==> config.mk <==
export PLATFORM = sky130hd
export DESIGN_NAME = debounce_sync_multi
export DESIGN_NICKNAME = d
export VERILOG_FILES = /design/src/rtl/debounce_sync_multi.sv
export SDC_FILE = /design/constraint.sdc
export NUM_CORES = 1
export LEC_CHECK = 0
export CORE_MARGIN = 10
export CORE_UTILIZATION = 62
export DETAILED_ROUTE_END_ITERATION = 16
export MAX_ROUTING_LAYER = met4
export PLACE_DENSITY = 0.83
export REMOVE_ABC_BUFFERS = 1
export SYNTH_ARGS = -nofsm -noshare
export SYNTH_HDL_FRONTEND = slang
export SYNTH_SLANG_ARGS = --single-unit
==> constraint.sdc <==
create_clock -name clk -period 2.6 [get_ports clk]
set_input_delay 0.52 -clock clk [delete_from_list [all_inputs] [get_ports clk]]
set_output_delay 0.52 -clock clk [all_outputs]
set_load 0.02 [all_outputs]
==> src/rtl/debounce_sync_multi.sv <==
// debounce_sync_multi
//   Multi-channel synchroniser + debouncer for asynchronous pad inputs
//   (buttons, DIP switches, external reset/enable lines).
//   Each channel runs through a SYNC_STAGES-deep flop chain, then a
//   stability counter. dout_o follows the synchronised level only after
//   it has differed from dout_o for STABLE_CYCLES consecutive cycles.
//   Registered edge pulses and an any-change summary accompany each
//   output transition.
//
// Ports
//   clk           in   system clock, rising edge
//   rst           in   synchronous active-high reset
//   din_i         in   [CHANNELS] raw asynchronous inputs
//   dout_o        out  [CHANNELS] debounced level
//   rise_o        out  [CHANNELS] one-cycle pulse on dout_o 0->1
//   fall_o        out  [CHANNELS] one-cycle pulse on dout_o 1->0
//   any_change_o  out  OR of all rise/fall pulses, same cycle
//   clr_i         in   [CHANNELS] sticky event clear   (DEBOUNCE_SYNC_STICKY_EN)
//   event_o       out  [CHANNELS] sticky change flags  (DEBOUNCE_SYNC_STICKY_EN)
//
// Optional feature macro: DEBOUNCE_SYNC_STICKY_EN adds per-channel sticky
// change flags; set has priority over a simultaneous clear.

module debounce_sync_multi #(
  parameter int                     CHANNELS      = 4,
  parameter int                     SYNC_STAGES   = 2,
  parameter int                     STABLE_CYCLES = 4096,
  parameter int                     CNT_WIDTH     = 12,
  parameter logic [CHANNELS-1:0]    INIT_VALUE    = {CHANNELS{1'b0}}
) (
  input  logic                clk,
  input  logic                rst,
  input  logic [CHANNELS-1:0] din_i,
`ifdef DEBOUNCE_SYNC_STICKY_EN
  input  logic [CHANNELS-1:0] clr_i,
  output logic [CHANNELS-1:0] event_o,
`endif
  output logic [CHANNELS-1:0] dout_o,
  output logic [CHANNELS-1:0] rise_o,
  output logic [CHANNELS-1:0] fall_o,
  output logic                any_change_o
);

  localparam logic [CNT_WIDTH-1:0] CNT_MAX = CNT_WIDTH'(STABLE_CYCLES - 1);

  logic [SYNC_STAGES-1:0][CHANNELS-1:0] sync_q;
  logic [CHANNELS-1:0][CNT_WIDTH-1:0]   cnt_q, cnt_d;
  logic [CHANNELS-1:0]                  dout_q, dout_d;
  logic [CHANNELS-1:0]                  rise_q, rise_d;
  logic [CHANNELS-1:0]                  fall_q, fall_d;
  logic                                 any_q, any_d;
  logic [CHANNELS-1:0]                  s_w;

  assign s_w = sync_q[SYNC_STAGES-1];

  // Any cycle where the synchronised level agrees with dout_q drops the
  // count back to zero, so a glitch anywhere in the window restarts it.
  always_comb begin
    dout_d = dout_q;
    cnt_d  = '0;
    rise_d = '0;
    fall_d = '0;
    for (int c = 0; c < CHANNELS; c++) begin
      if (s_w[c] != dout_q[c]) begin
        if (cnt_q[c] == CNT_MAX) begin
          dout_d[c] = s_w[c];
          rise_d[c] = s_w[c];
          fall_d[c] = ~s_w[c];
        end else begin
          cnt_d[c] = cnt_q[c] + 1'b1;
        end
      end
    end
    any_d = |(rise_d | fall_d);
  end

  always_ff @(posedge clk) begin
    if (rst) begin
      for (int k = 0; k < SYNC_STAGES; k++) begin
        sync_q[k] <= INIT_VALUE;
      end
      cnt_q  <= '0;
      dout_q <= INIT_VALUE;
      rise_q <= '0;
      fall_q <= '0;
      any_q  <= 1'b0;
    end else begin
      sync_q[0] <= din_i;
      for (int k = 1; k < SYNC_STAGES; k++) begin
        sync_q[k] <= sync_q[k-1];
      end
      cnt_q  <= cnt_d;
      dout_q <= dout_d;
      rise_q <= rise_d;
      fall_q <= fall_d;
      any_q  <= any_d;
    end
  end

`ifdef DEBOUNCE_SYNC_STICKY_EN
  logic [CHANNELS-1:0] event_q, event_d;

  // Set term is ORed in after the clear mask so a coincident pulse wins.
  always_comb begin
    event_d = (event_q & ~clr_i) | rise_q | fall_q;
  end

  always_ff @(posedge clk) begin
    if (rst) begin
      event_q <= '0;
    end else begin
      event_q <= event_d;
    end
  end

  assign event_o = event_q;
`endif

  assign dout_o       = dout_q;
  assign rise_o       = rise_q;
  assign fall_o       = fall_q;
  assign any_change_o = any_q;

endmodule

== After elaboration in Yosys (flattened, before gate mapping) ==
Index checks and enable logic that the tools add are counted.

* Bits in registers: 69

* Add/subtract/negate cells: 4
* Eq/ne operators: 8
* Multiplexer cells: 16
* Bitwise logic cells: 9
* Reductions and logical operators: 9

{| class="wikitable"
|+ Operators with widths
! operator !! count
|-
| $add 12x1->12 const B || 4
|-
| $eq 12x12->1 const B || 4
|-
| $mux 1 || 16
|-
| $reduce_or 3->1 || 4
|-
| $not 1->1 || 8
|-
| $reduce_and 2->1 || 4
|-
| $ne 1x1->1 || 4
|-
| $or 4x4->4 || 1
|-
| $reduce_or 4->1 || 1
|}

== Logic depth before layout (Yosys ltp) ==
Gate-level depths: netlist of run 1.

* Word-level depth: 5
* Mapped depth: 7

== Worst setup path after synthesis of run 1 ==
Ideal clock, no wire load.

* Kind: flip-flop to flip-flop
* Start point: register cnt_q[0] (netlist name)
* End point: register dout_q[0], in the netlist dout_o[0]
* Library setup time: 0.129 ns
* Arrival: 1.496 ns
* Data required time: 2.471 ns
* Setup slack: 0.975 ns
* Stages on the path, launching flop included: 7
* Clock period less this slack: 1.625 ns
* Cells stage by stage: dfxtp_1 ha_1 nand3_2 or4_4 buf_6 mux2i_1 nor2_1

* Longest elaborated chain between the ends: 2

{| class="wikitable"
|+ Ends and longest elaborated chain
! element !! line !! RTL
|-
| from (decl) || 47 || <nowiki>logic [CHANNELS-1:0][CNT_WIDTH-1:0] cnt_q, cnt_d;</nowiki>
|-
| from (signal assigned) || 92 || <nowiki>cnt_q <= cnt_d;</nowiki>
|-
| $eq 12x12->1 || 65 || <nowiki>if (cnt_q[c] == CNT_MAX) begin</nowiki>
|-
| $reduce_and 2->1 (no source line) || - ||
|-
| to (signal assigned) || 93 || <nowiki>dout_q <= dout_d;</nowiki>
|-
| to (decl) || 48 || <nowiki>logic [CHANNELS-1:0] dout_q, dout_d;</nowiki>
|}

No other way between the ends.
A chain may end at the register's enable or synchronous reset.

== Worst setup path in the final report of run 1 ==
* Start point: register dout_q[0], in the netlist dout_o[0]
* End point: output dout_o[0]

{| class="wikitable"
|+ RTL lines
! element !! line !! RTL
|-
| to (decl) || 38 || <nowiki>output logic [CHANNELS-1:0] dout_o,</nowiki>
|}

No word-level cell between the ends.

==> impl_metrics.py, run 1 <==
metrics = {
    "status": {
        "outcome": "finished, final reports clean",
    },
    "clock_network": {
        "clk-insertion-delay-late_ps": 340,
        "post_cts_buffers": 0,
        "clock-root-buffer": "clkbuf_8",
        "path_clk_slew_ps": 70,
        "cts_resized": 0,
        "cts_hold_buf": 0,
        "ctsLongestPathBuffers": 2,
        "numCtsBuffers": 9,
        "cts_tree": "yes",
        "htreeDepth": 3,
        "cts.sink_count": 69,
    },
    "routing": {
        "first_pass_iters": 4,
        "wl_met2_mm": 2.10,
        "highest_layer": "met4",
        "ant_nets": 0,
        "dr_total_vias": 1975,
        "wl_met1_mm": 2.08,
        "drc": 0,
        "wl_met3_microns": 231,
        "routedWlPerCell_microns": 12.3,
        "drt_iter0_markers": 44,
        "wirelength_mm": 4.51,
        "viasPerCell": 5.38,
    },
    "sta": {
        "finalSetupTns_ps": 0,
        "fin_crit_sh": 0.739,
        "max-slew-margin-rel": 0.752,
        "finalCriticalPeriod_ps": 1920,
        "rsz0062_at_grt": "false",
        "final-setup-viol-count": 0,
        "final_hold_viol_count": 0,
        "drv_slew": 0,
        "fmax_mhz": 520,
        "worst_slack_ps": 678,
        "hold_ws_ps": 437,
        "tightestPinTransition_ps": 367,
        "finClkSkew_ps": 6.73,
    },
    "yosys": {
        "synth_top_area_frac": 0.509,
        "synth-seq-area-share": 0.509,
        "synth_async_sr_flop_share": 0,
        "ys_warn_count": 0,
        "synth_most_common_cell": "dfxtp_1",
        "ys_ff_latch": 69,
        "synth_edf_count": 0,
        "synth.cell_area_sq_um": 2720,
        "syn_area_per_cell_sq_um": 9.43,
        "synth_cells": 288,
        "yosysUniqueCellTypes": 37,
        "synth_top_cell_by_area": "dfxtp_1",
        "synthFlopType": "dfxtp_1",
        "synthTopCellsByArea": "dfxtp_1 51%, nor2_1 7.7%, xnor2_1 6.8%",
        "yosys-top-cells-count": "69 x dfxtp_1, 56 x nor2_1, 21 x xnor2_1",
    },
    "worst_setup_path": {
        "r2r_slack_ps": 790,
        "cp_top_family": "buffers and inverters",
        "worstSetupPathType": "reg2out",
        "endpoint_kind": "primary output",
        "crit_fanout": 5,
        "cpMaxStageDelayCell": "clkdlybuf4s50_1",
        "worst-path-buf-inv": 1,
        "cpPeakStageDelay_ps": 650,
        "start_kind": "register",
        "crit_required_ps": 2080,
        "crit_chain": "clkdlybuf4s50_1",
        "arrival_ps": 1400,
    },
    "hold_path": {
        "hold_path_class": "reg2reg",
    },
    "power_and_ir_drop": {
        "seqPwrFrac": 0.573,
        "p_sw_w": 0.000394,
        "p_int_w": 0.00147,
        "clockPowerShare": 0.411,
        "ir_drop_mv": 0.579,
        "p_per_area_nw_per_um2": 601,
        "p_leak_nw": 1.04,
        "power_frac_comb": 0.017,
        "p_sw_frac": 0.211,
    },
    "final_layout": {
        "drive_above_1_share": 0.0762,
        "n_fill_cell": 329,
        "antennaDiodeCount": 0,
        "nets": 320,
        "area_growth_pct": 14.3,
    },
    "place": {
        "hpwl_mm": 3.10,
        "io_buffers": 18,
        "finalWeightedCongestion": 0.788,
        "preCtsSetupSlack_ps": 593,
    },
    "global_route": {
        "grt_max_degree": 27,
        "grt_overflow": 0,
        "grt_util_all_layers": 0.138,
        "grt_pass1_wl_mm": 8.09,
        "antenna_found_initial": 0,
        "grt_pass1_vias": 1888,
    },
    "floorplanning": {
        "die-area_sq_um": 7430,
        "fp.dieW_microns": 86.2,
        "io_pins": 19,
        "start_util": 0.633,
        "fp.coreArea_sq_um": 4290,
        "die_y_microns": 86.2,
        "rows": 24,
    },
    "run": {
        "cap_violations": 0,
    },
}
[layout by cell type, fill, tap and decap left out, drive strengths merged, types with 3 or more instances in the layout]
master,instances
nand2,13
xor2,18
nand2b,8
mux2i,4
dfxtp,69
xnor2,21
nor3,13
and4,4
clkbuf,12
nor4b,4
clkinv,3
clkdlybuf4s50,18
or3,4
and3,4
nand3,18
nand4,12
nor2,56
ha,4
inv,5
nor2b,10
[flip-flops by register name, indices dropped and copies added, names as in the netlist]
name,count
cnt_q,48
fall_o,4
s_w,4
dout_o,4
any_change_o,1
sync_q,4
rise_o,4
[layer usage]
metal  GRT usage  vias to the layer above
li1            -                     1016
met3      0.0563                       13
met4      0.0633                        0
met5           -                        -
met1       0.153                      911
met2       0.212                       35
[cell families (layout without fill, tap and decap cells)]
| group | count (synthesis) | count (layout) | synth area share |
|---|---|---|---|
| and+or+nand+nor | 150 | 150 | 0.287 |
| AOI/OAI and AO/OA | 9 | 9 | 0.0226 |
| muxes | 4 | 4 | 0.0147 |
| xor gates and xnor gates | 39 | 39 | 0.126 |
| adders and majority gates | 4 | 4 | 0.0184 |
| buffers and inverters | 13 | 40 | 0.0226 |
| DFF | 69 | 69 | 0.509 |
[through the flow]
| stage | instance area (sq um) | utilization | std cells | power, W |
|---|---|---|---|---|
| floorplan | 2670 | - | 280 | 0.00111 |
| global placement | 2930 | 0.682 | 351 | 0.00112 |
| finish | 3100 | 0.723 | 367 | 0.00187 |
| CTS | 3100 | 0.723 | 367 | 0.00189 |
| detailed placement | 2930 | 0.682 | 351 | 0.00112 |
| global route | 3100 | 0.723 | 367 | 0.00194 |
[layout make-up]
| cell class | count | area (sq um) | area share |
|---|---|---|---|
| multi-input combinational | 206 | 1270 | 0.410 |
| tap | 52 | 65.1 | 0.0210 |
| clock inverter | 4 | 22.5 | 0.00726 |
| inverter | 5 | 18.8 | 0.00605 |
| sequential | 69 | 1380 | 0.445 |
| clock buffer | 12 | 155 | 0.0500 |
| timing repair buffer | 19 | 188 | 0.0605 |
[worst paths after layout]
check | cells after the start | startpoint | end
worst max register to register | 4 | cnt_q[24] | rise_o[2]
worst max-delay path | 1 | dout_o[0] | dout_o[0]
worst min register to register | 1 | sync_q[2] | s_w[2]
worst min-delay path | 1 | sync_q[2] | s_w[2]
[power by group through the flow]
| stage | clock [W] | combinational, W | sequential, W |
|---|---|---|---|
| final | 0.000767 | 0.0000309 | 0.00107 |
| after global routing | 0.000831 | 0.0000353 | 0.00107 |
| after CTS | 0.000786 | 0.0000313 | 0.00107 |
| after detailed placement | 0 | 0.0000312 | 0.00109 |
| after global placement | 0 | 0.0000304 | 0.00109 |
| after floorplan | 0 | 0.0000146 | 0.00109 |
Note: power is estimated with default switching activity, not from simulation.
==> run 2: changes to the inputs <==
--- a/config.mk
+++ b/config.mk
@@ -6,10 +6,10 @@
 export NUM_CORES = 1
 export LEC_CHECK = 0
 export CORE_MARGIN = 10
-export CORE_UTILIZATION = 62
+export CORE_UTILIZATION = 57
 export DETAILED_ROUTE_END_ITERATION = 16
 export MAX_ROUTING_LAYER = met4
-export PLACE_DENSITY = 0.83
+export PLACE_DENSITY = 0.78
 export REMOVE_ABC_BUFFERS = 1
 export SYNTH_ARGS = -nofsm -noshare
 export SYNTH_HDL_FRONTEND = slang
==> constraint.sdc (replaced) <==
create_clock -name clk -period 1.8 [get_ports clk]
set_input_delay 0.36 -clock clk [delete_from_list [all_inputs] [get_ports clk]]
set_output_delay 0.36 -clock clk [all_outputs]
set_load 0.02 [all_outputs]
==> run 2 against run 1 <==
Net effect:
- wire length rose by 6.8%
- sequential share of layout area fell by 1.8 points
- sequential power rose by 44%
- combinational power rose by 69%
- clock-buffer cell count fell by 2
- final area rose by 4.3%
- first-iteration DRC count rose by 70%
- clock power rose by 62%
- worst setup slack got worse by 600 ps
- cell count rose by 4.4%
- critical endpoint is now dout_o[1]
==> impl_metrics.py, run 2 (synthesis gave the netlist of run 1 again) <==
metrics = {
    "global_route": {
        "grt_overflow": 0,
        "grt_max_degree": 13,
        "grt_util_all_layers": 0.145,
        "grt_pass1_wl_mm": 8.76,
        "met3_usage": 0.0675,
        "met1_usage": 0.167,
        "grt_pass1_vias": 2003,
        "gr-max-usage-layer": "met2",
        "grt_use_met2": 0.214,
        "antenna_found_initial": 0,
    },
    "routing": {
        "first_pass_iters": 5,
        "dr_total_vias": 2039,
        "routedWlPerCell_microns": 12.6,
        "drc": 0,
        "wirelength_mm": 4.82,
        "viasPerCell": 5.32,
        "drt_iter0_markers": 75,
        "ant_nets": 0,
    },
    "final_layout": {
        "area_growth_pct": 19.2,
        "antennaDiodeCount": 0,
        "final_area_sq_um": 3240,
        "mostFrequentLayoutCell": "dfxtp_1",
        "utilization": 0.695,
        "nets": 334,
        "drive_above_1_share": 0.122,
        "largest_register_ffs": 48,
        "final_cell_mix": "69 x dfxtp_1, 56 x nor2_1, 21 x xnor2_1, 18 x xor2_1, 17 x nand3_1",
        "regMostFlops": "cnt_q",
    },
    "power_and_ir_drop": {
        "p_per_area_nw_per_um2": 877,
        "p_int_w": 0.00224,
        "p_sw_w": 0.000606,
        "clockPowerShare": 0.438,
        "p_sw_frac": 0.213,
        "power_frac_comb": 0.018,
        "seqPwrFrac": 0.543,
        "p_leak_nw": 1.14,
        "ir_drop_mv": 0.706,
    },
    "clock_network": {
        "htreeDepth": 3,
        "clk-insertion-delay-late_ps": 340,
        "path_clk_slew_ps": 70,
        "post_cts_buffers": 0,
        "cts_tree": "yes",
        "ctsLongestPathBuffers": 2,
        "cts_hold_buf": 0,
        "cts.sink_count": 69,
        "numCtsBuffers": 9,
        "cts_resized": 1,
        "clock-root-buffer": "clkbuf_8",
    },
    "worst_setup_path": {
        "r2r_slack_ps": 160,
        "worstSetupPathType": "reg2out",
        "cpPeakStageDelay_ps": 630,
        "cpMaxStageDelayCell": "clkdlybuf4s50_1",
        "arrival_ps": 1360,
        "endpoint_kind": "primary output",
        "timing.rr.start": "cnt_q[0]",
        "worst-path-buf-inv": 1,
        "start_kind": "register",
        "crit_chain": "clkdlybuf4s50_1",
        "reg2reg_depth": 4,
        "crit_required_ps": 1440,
        "cp_top_family": "buffers and inverters",
        "rr_endpoint": "rise_o[0]",
        "crit_fanout": 4,
    },
    "sta": {
        "drv_slew": 0,
        "fin_crit_sh": 0.958,
        "finalSetupTns_ps": 0,
        "max-slew-margin-rel": 0.755,
        "finClkSkew_ps": 7.07,
        "final_hold_viol_count": 0,
        "finalCriticalPeriod_ps": 1720,
        "final-setup-viol-count": 0,
        "rsz0062_at_grt": "false",
        "tightestPinTransition_ps": 367,
        "fmax_mhz": 580,
    },
    "status": {
        "outcome": "finished, final reports clean",
    },
    "run": {
        "cap_violations": 0,
    },
    "floorplanning": {
        "die_y_microns": 89.0,
        "fp.coreArea_sq_um": 4660,
        "fp.dieW_microns": 89.0,
        "io_pins": 19,
        "start_util": 0.583,
        "rows": 25,
        "die-area_sq_um": 7930,
    },
    "place": {
        "place_area_sq_um": 3030,
        "hpwl_mm": 3.35,
        "io_buffers": 18,
        "finalWeightedCongestion": 0.864,
    },
    "hold_path": {
        "min-delay-start": "sync_q[3]",
        "whs_path_depth": 1,
        "hold_path_class": "reg2reg",
        "min_to": "s_w[3]",
    },
}
## run 2: stage by stage
stage	setup slack [ps]	hold WS (ps)	instances	power (W)
6_report	76.1	439	383	0.00284
3_3_place_gp	124	416	367	0.00163
2_1_floorplan	238	414	280	0.00160
4_1_cts	18.3	447	383	0.00287
3_5_place_dp	86.9	427	367	0.00163
5_1_grt	5.40	456	383	0.00296
## run 2: final cells by class
type	instances	area (sq um)
Clock buffer	10	138
Timing Repair Buffer	33	294
Fill cell	385	1420
Multi-Input combinational cell	206	1280
Inverter	5	18.8
Tap cell	54	67.6
Clock inverter	6	62.6
Sequential cell	69	1380
## run 2: worst max-delay path by stage
stage,startpoint,endpoint,cells after the start
CTS,dout_o[2],dout_o[2],1
finish,dout_o[1],dout_o[1],1
floorplan,cnt_q[0],cnt_q[1],4
global placement,rst,cnt_q[23],4
detailed placement,rst,cnt_q[23],4
global route,dout_o[1],dout_o[1],1
## run 2: power groups by stage
stage	clock network, W	logic [W]	registers (W)
after floorplan	0	0.0000211	0.00158
after global placement	0	0.0000512	0.00158
after detailed placement	0	0.0000523	0.00158
after CTS	0.00128	0.0000529	0.00154
after global routing	0.00136	0.0000584	0.00154
final	0.00124	0.0000523	0.00154
## run 2: routing by layer
| metal | vias up | part of all wire |
|---|---|---|
| met4 | 0 | 0.017 |
| met1 | 935 | 0.46 |
| li1 | 1045 | - |
| met2 | 47 | 0.46 |
| met3 | 12 | 0.059 |
| met5 | - | 0 |
==> run 3: changes to the inputs <==
--- a/config.mk
+++ b/config.mk
@@ -6,11 +6,12 @@
 export NUM_CORES = 1
 export LEC_CHECK = 0
 export CORE_MARGIN = 10
-export CORE_UTILIZATION = 57
+export CORE_UTILIZATION = 62
 export DETAILED_ROUTE_END_ITERATION = 16
 export MAX_ROUTING_LAYER = met4
-export PLACE_DENSITY = 0.78
+export PLACE_DENSITY = 0.83
 export REMOVE_ABC_BUFFERS = 1
+export SKIP_LAST_GASP = 1
 export SYNTH_ARGS = -nofsm -noshare
 export SYNTH_HDL_FRONTEND = slang
 export SYNTH_SLANG_ARGS = --single-unit
==> constraint.sdc (replaced) <==
create_clock -name clk -period 2.2 [get_ports clk]
set_input_delay 0.44 -clock clk [delete_from_list [all_inputs] [get_ports clk]]
set_output_delay 0.44 -clock clk [all_outputs]
set_load 0.02 [all_outputs]
==> run 3 against run 2 <==
Net effect:
- clock-buffer cell count is 4 higher
- first-iteration DRC count is 6.7% lower
- sequential share of layout area rose by 1.7 points
- cell count shrank 4.2%
- core utilization is 3.0 points higher
- register-to-register slack improved by 270 ps
- worst setup slack better by 290 ps
- highest routed layer unchanged
==> impl_metrics.py, run 3 (synthesis gave the netlist of run 1 again) <==
metrics = {
    "worst_setup_path": {
        "worst-path-buf-inv": 1,
        "crit_required_ps": 1760,
        "cpMaxStageDelayCell": "clkdlybuf4s50_1",
        "worstSetupPathType": "reg2out",
        "timing.rr.start": "cnt_q[24]",
        "critPathLaunch": "dout_o[0]",
        "crit_fanout": 5,
        "cpPeakStageDelay_ps": 650,
        "crit_chain": "clkdlybuf4s50_1",
        "start_kind": "register",
        "endpoint_kind": "primary output",
        "cp_top_family": "buffers and inverters",
        "arrival_ps": 1400,
    },
    "global_route": {
        "grt_max_degree": 12,
        "grt_util_all_layers": 0.132,
        "grt_pass1_wl_mm": 7.71,
        "grt_overflow": 0,
        "grt_pass1_vias": 1835,
        "antenna_found_initial": 0,
    },
    "sta": {
        "drv_slew": 0,
        "max-slew-margin-rel": 0.745,
        "finalCriticalPeriod_ps": 1840,
        "fmax_mhz": 545,
        "tightestPinTransition_ps": 382,
        "fin_crit_sh": 0.834,
        "final_hold_viol_count": 0,
        "rsz0062_at_grt": "false",
        "final-setup-viol-count": 0,
        "finalSetupTns_ps": 0,
        "finClkSkew_ps": 9.22,
    },
    "clock_network": {
        "clock-root-buffer": "clkbuf_8",
        "numCtsBuffers": 9,
        "ctsLongestPathBuffers": 2,
        "cts_tree": "yes",
        "cts.sink_count": 69,
        "path_clk_slew_ps": 70,
        "post_cts_buffers": 0,
        "cts_hold_buf": 0,
        "cts_resized": 0,
        "clk-insertion-delay-late_ps": 340,
        "htreeDepth": 3,
    },
    "routing": {
        "routedWlPerCell_microns": 12.3,
        "ant_nets": 0,
        "viasPerCell": 5.34,
        "drc": 0,
        "drt_iter0_markers": 70,
        "first_pass_iters": 4,
        "wirelength_mm": 4.53,
        "dr_total_vias": 1958,
    },
    "place": {
        "io_buffers": 18,
        "place_area_sq_um": 2930,
        "hpwl_mm": 3.28,
        "finalWeightedCongestion": 0.792,
        "placed_cells_incl_taps": 352,
    },
    "floorplanning": {
        "start_util": 0.633,
        "die_y_microns": 86.2,
        "die-area_sq_um": 7430,
        "rows": 24,
        "io_pins": 19,
        "fp.coreArea_sq_um": 4290,
        "fp.dieW_microns": 86.2,
    },
    "power_and_ir_drop": {
        "p_leak_nw": 1.05,
        "p_per_area_nw_per_um2": 715,
        "ir_drop_mv": 0.652,
        "p_total_w": 0.00223,
    },
    "run": {
        "cap_violations": 0,
    },
    "final_layout": {
        "final_cell_mix": "69 x dfxtp_1, 56 x nor2_1, 21 x xnor2_1, 18 x xor2_1, 18 x clkdlybuf4s50_1",
        "final_area_sq_um": 3110,
        "mostFrequentLayoutCell": "dfxtp_1",
        "instances_no_fill": 367,
        "utilization": 0.725,
        "regMostFlops": "cnt_q",
        "nets": 321,
        "drive_above_1_share": 0.0730,
        "area_growth_pct": 14.6,
        "largest_register_ffs": 48,
        "antennaDiodeCount": 0,
    },
    "hold_path": {
        "min-delay-start": "sync_q[3]",
        "hold_path_class": "reg2reg",
    },
    "status": {
        "outcome": "finished, final reports clean",
    },
}
[run 3: area by class of cell]
type                            instances  area (sq um)
Clock inverter                          1          5.00
Sequential cell                        69          1380
Clock buffer                           14           173
Tap cell                               52          65.1
Multi-Input combinational cell        206          1270
Inverter                                5          18.8
Timing Repair Buffer                   20           195
Fill cell                             330          1180
[run 3: path summary, 6_finish.rpt]
check / end / slack (ps) / depth (start not counted)
setup / recovery: dout_o[0] / 360 / 1
hold / removal: s_w[3] / 440 / 1
setup reg to reg: rise_o[2] / 430 / 4
hold reg to reg: s_w[3] / 440 / 1
[run 3: stage by stage]
step	hold WS, ps	setup slack (ps)
global placement	418	326
floorplan	414	638
detailed placement	427	270
CTS	442	327
global route	464	266
finish	440	364
[run 3: where the power goes]
group | internal [W] | switching (W)
logic | 0.0000193 | 0.0000190
clock network | 0.000495 | 0.000430
registers | 0.00126 | 0.00000570
[run 3: per-layer routing]
metal  share of wire  track usage  vias to the layer above
met3           0.042       0.0460                        9
met1            0.50        0.149                      888
li1                -            -                     1023
met4           0.019       0.0751                        0
met2            0.44        0.198                       38
met5               0            -                        -
